`src/rtl/vrf_pkg.sv`:
```
// Shared definitions for the lane-partitioned vector register file (VRF) masters.
//
// A vector index is encoded {lane, addr}: the top lane-width bits pick the VRF lane and
// the low addr-width bits pick the entry inside that lane. Both the load writer and the
// store reader use the same split, so the width helpers live here.
//
// Contents: controller state enum and width helper functions (no ports).
package vrf_pkg;

  typedef enum logic [1:0] {
    StIdle,
    StFill,
    StWrite
  } vrf_state_e;

  // Bits needed to name any vector in a VRF of els vectors.
  function automatic int unsigned vrf_vreg_width(input int unsigned els);
    return $clog2(els);
  endfunction

  // Bits of the per-lane entry address (low part of the vector index).
  function automatic int unsigned vrf_addr_width(input int unsigned els, input int unsigned lanes);
    return $clog2(els / lanes);
  endfunction

  // Bits of the lane select (high part of the vector index).
  function automatic int unsigned vrf_lane_width(input int unsigned lanes);
    return $clog2(lanes);
  endfunction

endpackage

```
`src/rtl/vrf_elem_packer.sv`:
```
// Element packer: gathers a stream of vdw_p-bit elements into one vlen_p-element vector.
//
// Ports:
//   clk_i, reset_n_i  clock, asynchronous active-low reset
//   clear_i           restart at slot 0 (start of a new command)
//   en_i              store data_i at the current slot and advance
//   data_i            element data
//   last_o            current slot is the final one of the vector
//   buf_o             packed vector, slot k at bits [k*vdw_p +: vdw_p]
module vrf_elem_packer #(
  parameter int unsigned vlen_p = 8,
  parameter int unsigned vdw_p  = 32
) (
  input  logic                    clk_i,
  input  logic                    reset_n_i,
  input  logic                    clear_i,
  input  logic                    en_i,
  input  logic [vdw_p-1:0]        data_i,
  output logic                    last_o,
  output logic [vlen_p*vdw_p-1:0] buf_o
);

  localparam int unsigned CntWidth = $clog2(vlen_p);

  logic [CntWidth-1:0]     elem_cnt_q;
  logic [vlen_p*vdw_p-1:0] buf_q;

  // vlen_p is a power of two, so the counter wraps to 0 after the last slot by itself.
  always_ff @(posedge clk_i or negedge reset_n_i) begin
    if (!reset_n_i) begin
      elem_cnt_q <= '0;
      buf_q      <= '0;
    end else if (clear_i) begin
      elem_cnt_q <= '0;
    end else if (en_i) begin
      elem_cnt_q                          <= elem_cnt_q + CntWidth'(1);
      buf_q[elem_cnt_q*vdw_p +: vdw_p]    <= data_i;
    end
  end

  assign last_o = (elem_cnt_q == CntWidth'(vlen_p - 1));
  assign buf_o  = buf_q;

endmodule

```
`src/rtl/vrf_load_writer.sv`:
```
// Load writer: write-side master of the lane-partitioned VRF.
//
// Takes a command (first destination vector, vector count minus one), packs vlen_p
// elements of the incoming stream into each vector and writes it to the owning lane in a
// single cycle. Successive vectors go to consecutive indices, wrapping at els_p.
//
// Ports:
//   clk_i, reset_n_i          clock, asynchronous active-low reset
//   cmd_v_i / cmd_ready_o     command handshake; cmd_vreg_i = {lane, addr}, cmd_len_i = count-1
//   in_v_i / in_ready_o       element stream handshake, in_data_i element
//   w_addr_o, w_data_o        per-lane VRF write address / data (same value on every lane)
//   w_en_o                    per-lane write enable, one-hot during the write cycle
//   done_o                    pulses with the last vector write of a command
module vrf_load_writer
  import vrf_pkg::*;
#(
  parameter int unsigned els_p   = 32,
  parameter int unsigned vlen_p  = 8,
  parameter int unsigned vdw_p   = 32,
  parameter int unsigned lanes_p = 4,
  localparam int unsigned vreg_width_lp    = vrf_vreg_width(els_p),
  localparam int unsigned addr_width_lp    = vrf_addr_width(els_p, lanes_p),
  localparam int unsigned lane_width_lp    = vrf_lane_width(lanes_p),
  localparam int unsigned rw_data_width_lp = vlen_p * vdw_p
) (
  input  logic                                  clk_i,
  input  logic                                  reset_n_i,
  input  logic                                  cmd_v_i,
  output logic                                  cmd_ready_o,
  input  logic [vreg_width_lp-1:0]              cmd_vreg_i,
  input  logic [vreg_width_lp-1:0]              cmd_len_i,
  input  logic                                  in_v_i,
  output logic                                  in_ready_o,
  input  logic [vdw_p-1:0]                      in_data_i,
  output logic [lanes_p*addr_width_lp-1:0]      w_addr_o,
  output logic [lanes_p*rw_data_width_lp-1:0]   w_data_o,
  output logic [lanes_p-1:0]                    w_en_o,
  output logic                                  done_o
);

  vrf_state_e                state_q, state_d;
  logic [vreg_width_lp-1:0]  cur_vreg_q, cur_vreg_d;
  logic [vreg_width_lp-1:0]  vec_left_q, vec_left_d;

  logic                        pack_clear;
  logic                        pack_en;
  logic                        pack_last;
  logic [rw_data_width_lp-1:0] pack_buf;

  logic [lane_width_lp-1:0]  cur_lane;
  logic [addr_width_lp-1:0]  cur_addr;

  assign cur_lane = cur_vreg_q[vreg_width_lp-1 -: lane_width_lp];
  assign cur_addr = cur_vreg_q[addr_width_lp-1:0];

  assign cmd_ready_o = (state_q == StIdle);
  assign in_ready_o  = (state_q == StFill);
  assign pack_en     = in_v_i && in_ready_o;

  vrf_elem_packer #(
    .vlen_p (vlen_p),
    .vdw_p  (vdw_p)
  ) u_packer (
    .clk_i     (clk_i),
    .reset_n_i (reset_n_i),
    .clear_i   (pack_clear),
    .en_i      (pack_en),
    .data_i    (in_data_i),
    .last_o    (pack_last),
    .buf_o     (pack_buf)
  );

  always_ff @(posedge clk_i or negedge reset_n_i) begin
    if (!reset_n_i) begin
      state_q    <= StIdle;
      cur_vreg_q <= '0;
      vec_left_q <= '0;
    end else begin
      state_q    <= state_d;
      cur_vreg_q <= cur_vreg_d;
      vec_left_q <= vec_left_d;
    end
  end

  always_comb begin
    state_d    = state_q;
    cur_vreg_d = cur_vreg_q;
    vec_left_d = vec_left_q;
    pack_clear = 1'b0;
    unique case (state_q)
      StIdle: begin
        if (cmd_v_i) begin
          cur_vreg_d = cmd_vreg_i;
          vec_left_d = cmd_len_i;
          pack_clear = 1'b1;
          state_d    = StFill;
        end
      end
      StFill: begin
        if (pack_en && pack_last) begin
          state_d = StWrite;
        end
      end
      StWrite: begin
        if (vec_left_q == '0) begin
          state_d = StIdle;
        end else begin
          vec_left_d = vec_left_q - vreg_width_lp'(1);
          // Natural wrap at vreg_width_lp bits takes els_p-1 back to vector 0.
          cur_vreg_d = cur_vreg_q + vreg_width_lp'(1);
          state_d    = StFill;
        end
      end
      default: state_d = StIdle;
    endcase
  end

  always_comb begin
    w_en_o = '0;
    if (state_q == StWrite) begin
      w_en_o[cur_lane] = 1'b1;
    end
  end

  assign done_o   = (state_q == StWrite) && (vec_left_q == '0);
  assign w_addr_o = {lanes_p{cur_addr}};
  assign w_data_o = {lanes_p{pack_buf}};

endmodule

```
`config.mk`:
```
export PLATFORM = sky130hd
export DESIGN_NAME = vrf_load_writer
export DESIGN_NICKNAME = d
export VERILOG_FILES = /design/src/rtl/vrf_pkg.sv /design/src/rtl/vrf_elem_packer.sv /design/src/rtl/vrf_load_writer.sv
export SDC_FILE = /design/constraint.sdc
export NUM_CORES = 1
export LEC_CHECK = 0
export CAP_MARGIN = 20
export CORE_AREA = 10 10 412 414
export DETAILED_ROUTE_END_ITERATION = 12
export DIE_AREA = 0 0 422 424
export PLACE_DENSITY_LB_ADDON = 0.05
export SLEW_MARGIN = 5
export SYNTH_ARGS = -nofsm -noshare
export SYNTH_HDL_FRONTEND = slang
export SYNTH_SLANG_ARGS = --single-unit
```
`constraint.sdc`:
```
create_clock -name clk_i -period 2.6 [get_ports clk_i]
set_input_delay 0.78 -clock clk_i [delete_from_list [all_inputs] [get_ports clk_i]]
set_output_delay 0.78 -clock clk_i [all_outputs]
set_load 0.02 [all_outputs]
```
==> impl_metrics.toml <==
[status]
status = "completed"

[routing]
initialDrtViolationCount = 489
vias_per_cell = 2.90
route.detailed.drc = 0
wl_per_cell_um = 25.5
totalWireLength_um = 109000
ant_nets = 0
num_vias = 12400
dr.pass1.iters = 4

[synth]
yosysMostFrequentCell = "buf_4"
synthArstFlopShare_pct = 100
synth_enable_flop_cells = 0
yosysTopAreaCell = "dfrtp_1"
synth.top_cell.area_share_pct = 37.1
yosys_register_bits = 271
synthesis.area_um2 = 18300
synth_cell_type_count = 46
synth_common_cells = "buf_4 (783), dfrtp_1 (271), mux2_4 (104)"
synth_area_leaders = "dfrtp_1 (37%), buf_4 (32%), mux2_4 (8.5%)"
ys_warn_count = 0
synth_fp_nets = 1749
avgSynthCellArea_um2 = 10.8
synthFlopType = "dfrtp_1"
ys_seq_area_share_pct = 37.1
synthCells = 1694

[global_route]
grt_max_degree = 61
grt_pass1_wl_um = 140000
grt_pass1_vias = 13500
grt_antenna_before_repair = 20
overflow = 0
grt_usage_pct = 11.4

[die]
dieArea_um2 = 179000
rows = 148
io-pin-count = 1089
die_y_um = 424
start_util_pct = 11.3
die_w_um = 422
core_um2 = 162000

[power_and_ir_drop]
power_density_nw_per_um2 = 1650
swShare_pct = 51.0
p_leak_uw = 0.0127
irDropWorstVdd_uv = 525
finalPower_uw = 45400
seqPwrFrac_pct = 22.6
comb_power_share_pct = 64.7
p_clk_share_pct = 12.7
intPower_uw = 22200
p_sw_uw = 23100

[final_layout]
regArea_um2 = 6860
fillers = 18000
post-route-util_pct = 17.0
nets = 2115
drive_gt1_share_pct = 20.3
areaGrowthSynthToFinish_pct = 50.4
multiInputGateArea_um2 = 4930
fin_cells = 4273

[sta]
fin_skew_ns = 0.0130
finalCritPeriodShare_pct = 98.1
setup_viol = 0
max-slew-margin-rel_pct = 61.0
rsz0062_at_grt = "true"
whs_ns = 0.148
fin_crit_ns = 2.55
hold_violations = 0
tightest_slew_ns = 0.585
fmax_mhz = 392
maxSlewViolCount = 0

[placement]
placedCellCount = 4190
dpl.hpwl_um = 87600
gp_congestion = 0.674
io_buffer_count = 1088

[clock_tree]
clockBufferDepth = 3
path_clk_slew_ns = 0.06
cts_tree = "yes"
cts.sinks = 271
htreeDepth = 2
clk_latency_ns = 0.59
numCtsBuffers = 40
clockRootBuffer = "clkbuf_16"
hold_buffers = 0

[critical_path]
path_delay_family = "buffers and inverters"
path_buf_inv = 1
crit_slowest_cell = "clkdlybuf4s50_1"
worstSetupPathType = "reg -> out"
max_stage_delay_ns = 0.67
worst_ep_arrival_time_ns = 1.77
path_cells = "clkdlybuf4s50_1"
startpoint_type = "register"
cp_data_required_time_ns = 1.82
crit_fanout = 5
cp-end-kind = "output port"

[job]
max_cap_viol_count = 0

[worst_hold_path]
min_path_type = "in -> async"
==> power groups by stage <==
stage	clock network [uW]	registers [uW]	logic [uW]
floorplan	0	10300	18900
global placement	0	10500	32500
detailed placement	0	10700	32100
CTS	6100	10600	30300
global route	6220	10800	30800
finish	5740	10300	29400
==> state kept, by name (all words and copies together), names as in the netlist <==
name and count:
state_q 2, cur_vreg_q 5, u_packer.elem_cnt_q 3, u_packer.buf_o 256
vec_left_q 5
==> cells in the final DEF, fill, tap and decap left out, drive strengths merged, types with 5 or more instances in the layout <==
cell type	n
dfrtp	271
a22o	5
dlygate4sd2	399
nor3b	6
nand2	71
mux2i	69
clkdlybuf4s50	656
ha	9
nor4b	7
buf	81
nor2b	5
and2	32
diode	9
clkinv	5
clkbuf	63
mux2	194
dlymetal6s2s	23
inv	75
and3	69
==> cell families after synthesis <==
| group | synth area share (%) |
|---|---|
| adder cells (fa/ha/maj) | 0.616 |
| flip-flops | 37.1 |
| AO/OA/AOI/OAI | 1.27 |
| multiplexers | 17.9 |
| buffers and inverters | 36.4 |
| AND/OR/NAND/NOR | 6.78 |
==> per-stage QoR <==
step                      worst slack [ns]  area, um2  TNS [ns]
after detailed placement            -0.199      26400    -27.43
after global routing               -0.0532      27500   -0.0532
after global placement              -0.206      26400    -27.76
final                               0.0497      27500         0
after floorplan                     0.0218      18300         0
after CTS                          -0.0191      27400   -0.0191
==> what timing repair did <==
action                                  in CTS  in global routing
resized for setup                          487                 25
endpoints found under the setup margin     567                 35
setup buffers                                3                  0
pin swaps                                    2                  0
gates cloned                                 0                  0
==> routing by layer <==
metal	GRT usage, %	share of wire, %	wire (um)
met5	0	0	0
met4	2.47	1.5	1620
met3	2.73	6.5	7040
met2	21.2	53	57700
met1	13.2	39	42500
==> worst paths after layout <==
kind,end,slack [ns],from,cells after the start
worst max-delay path,w_data_o[871],0.05,u_packer.buf_o[103]$_DFFE_PN0P_,1
worst min-delay path,cur_vreg_q[0]$_DFFE_PN0P_,0.15,reset_n_i,1
worst max register to register,u_packer.buf_o[33]$_DFFE_PN0P_,0.28,u_packer.elem_cnt_q[0]$_DFFE_PN0P_,7
worst min register to register,vec_left_q[4]$_DFFE_PN0P_,0.53,vec_left_q[4]$_DFFE_PN0P_,1
max in group asynchronous,u_packer.buf_o[176]$_DFFE_PN0P_,1.60,reset_n_i,2
min in group clk_i,vec_left_q[4]$_DFFE_PN0P_,0.53,vec_left_q[4]$_DFFE_PN0P_,1
==> final cells by class <==
class                           count  area share [%]
Multi-Input combinational cell    510            17.9
Clock inverter                      8           0.300
Sequential cell                   271            25.0
Timing Repair Buffer             1163            41.2
Tap cell                         2175            9.90
Inverter                           74            1.01
Antenna cell                        9          0.0819
Clock buffer                       63            4.62
Note: power is estimated with default switching activity, not from simulation.
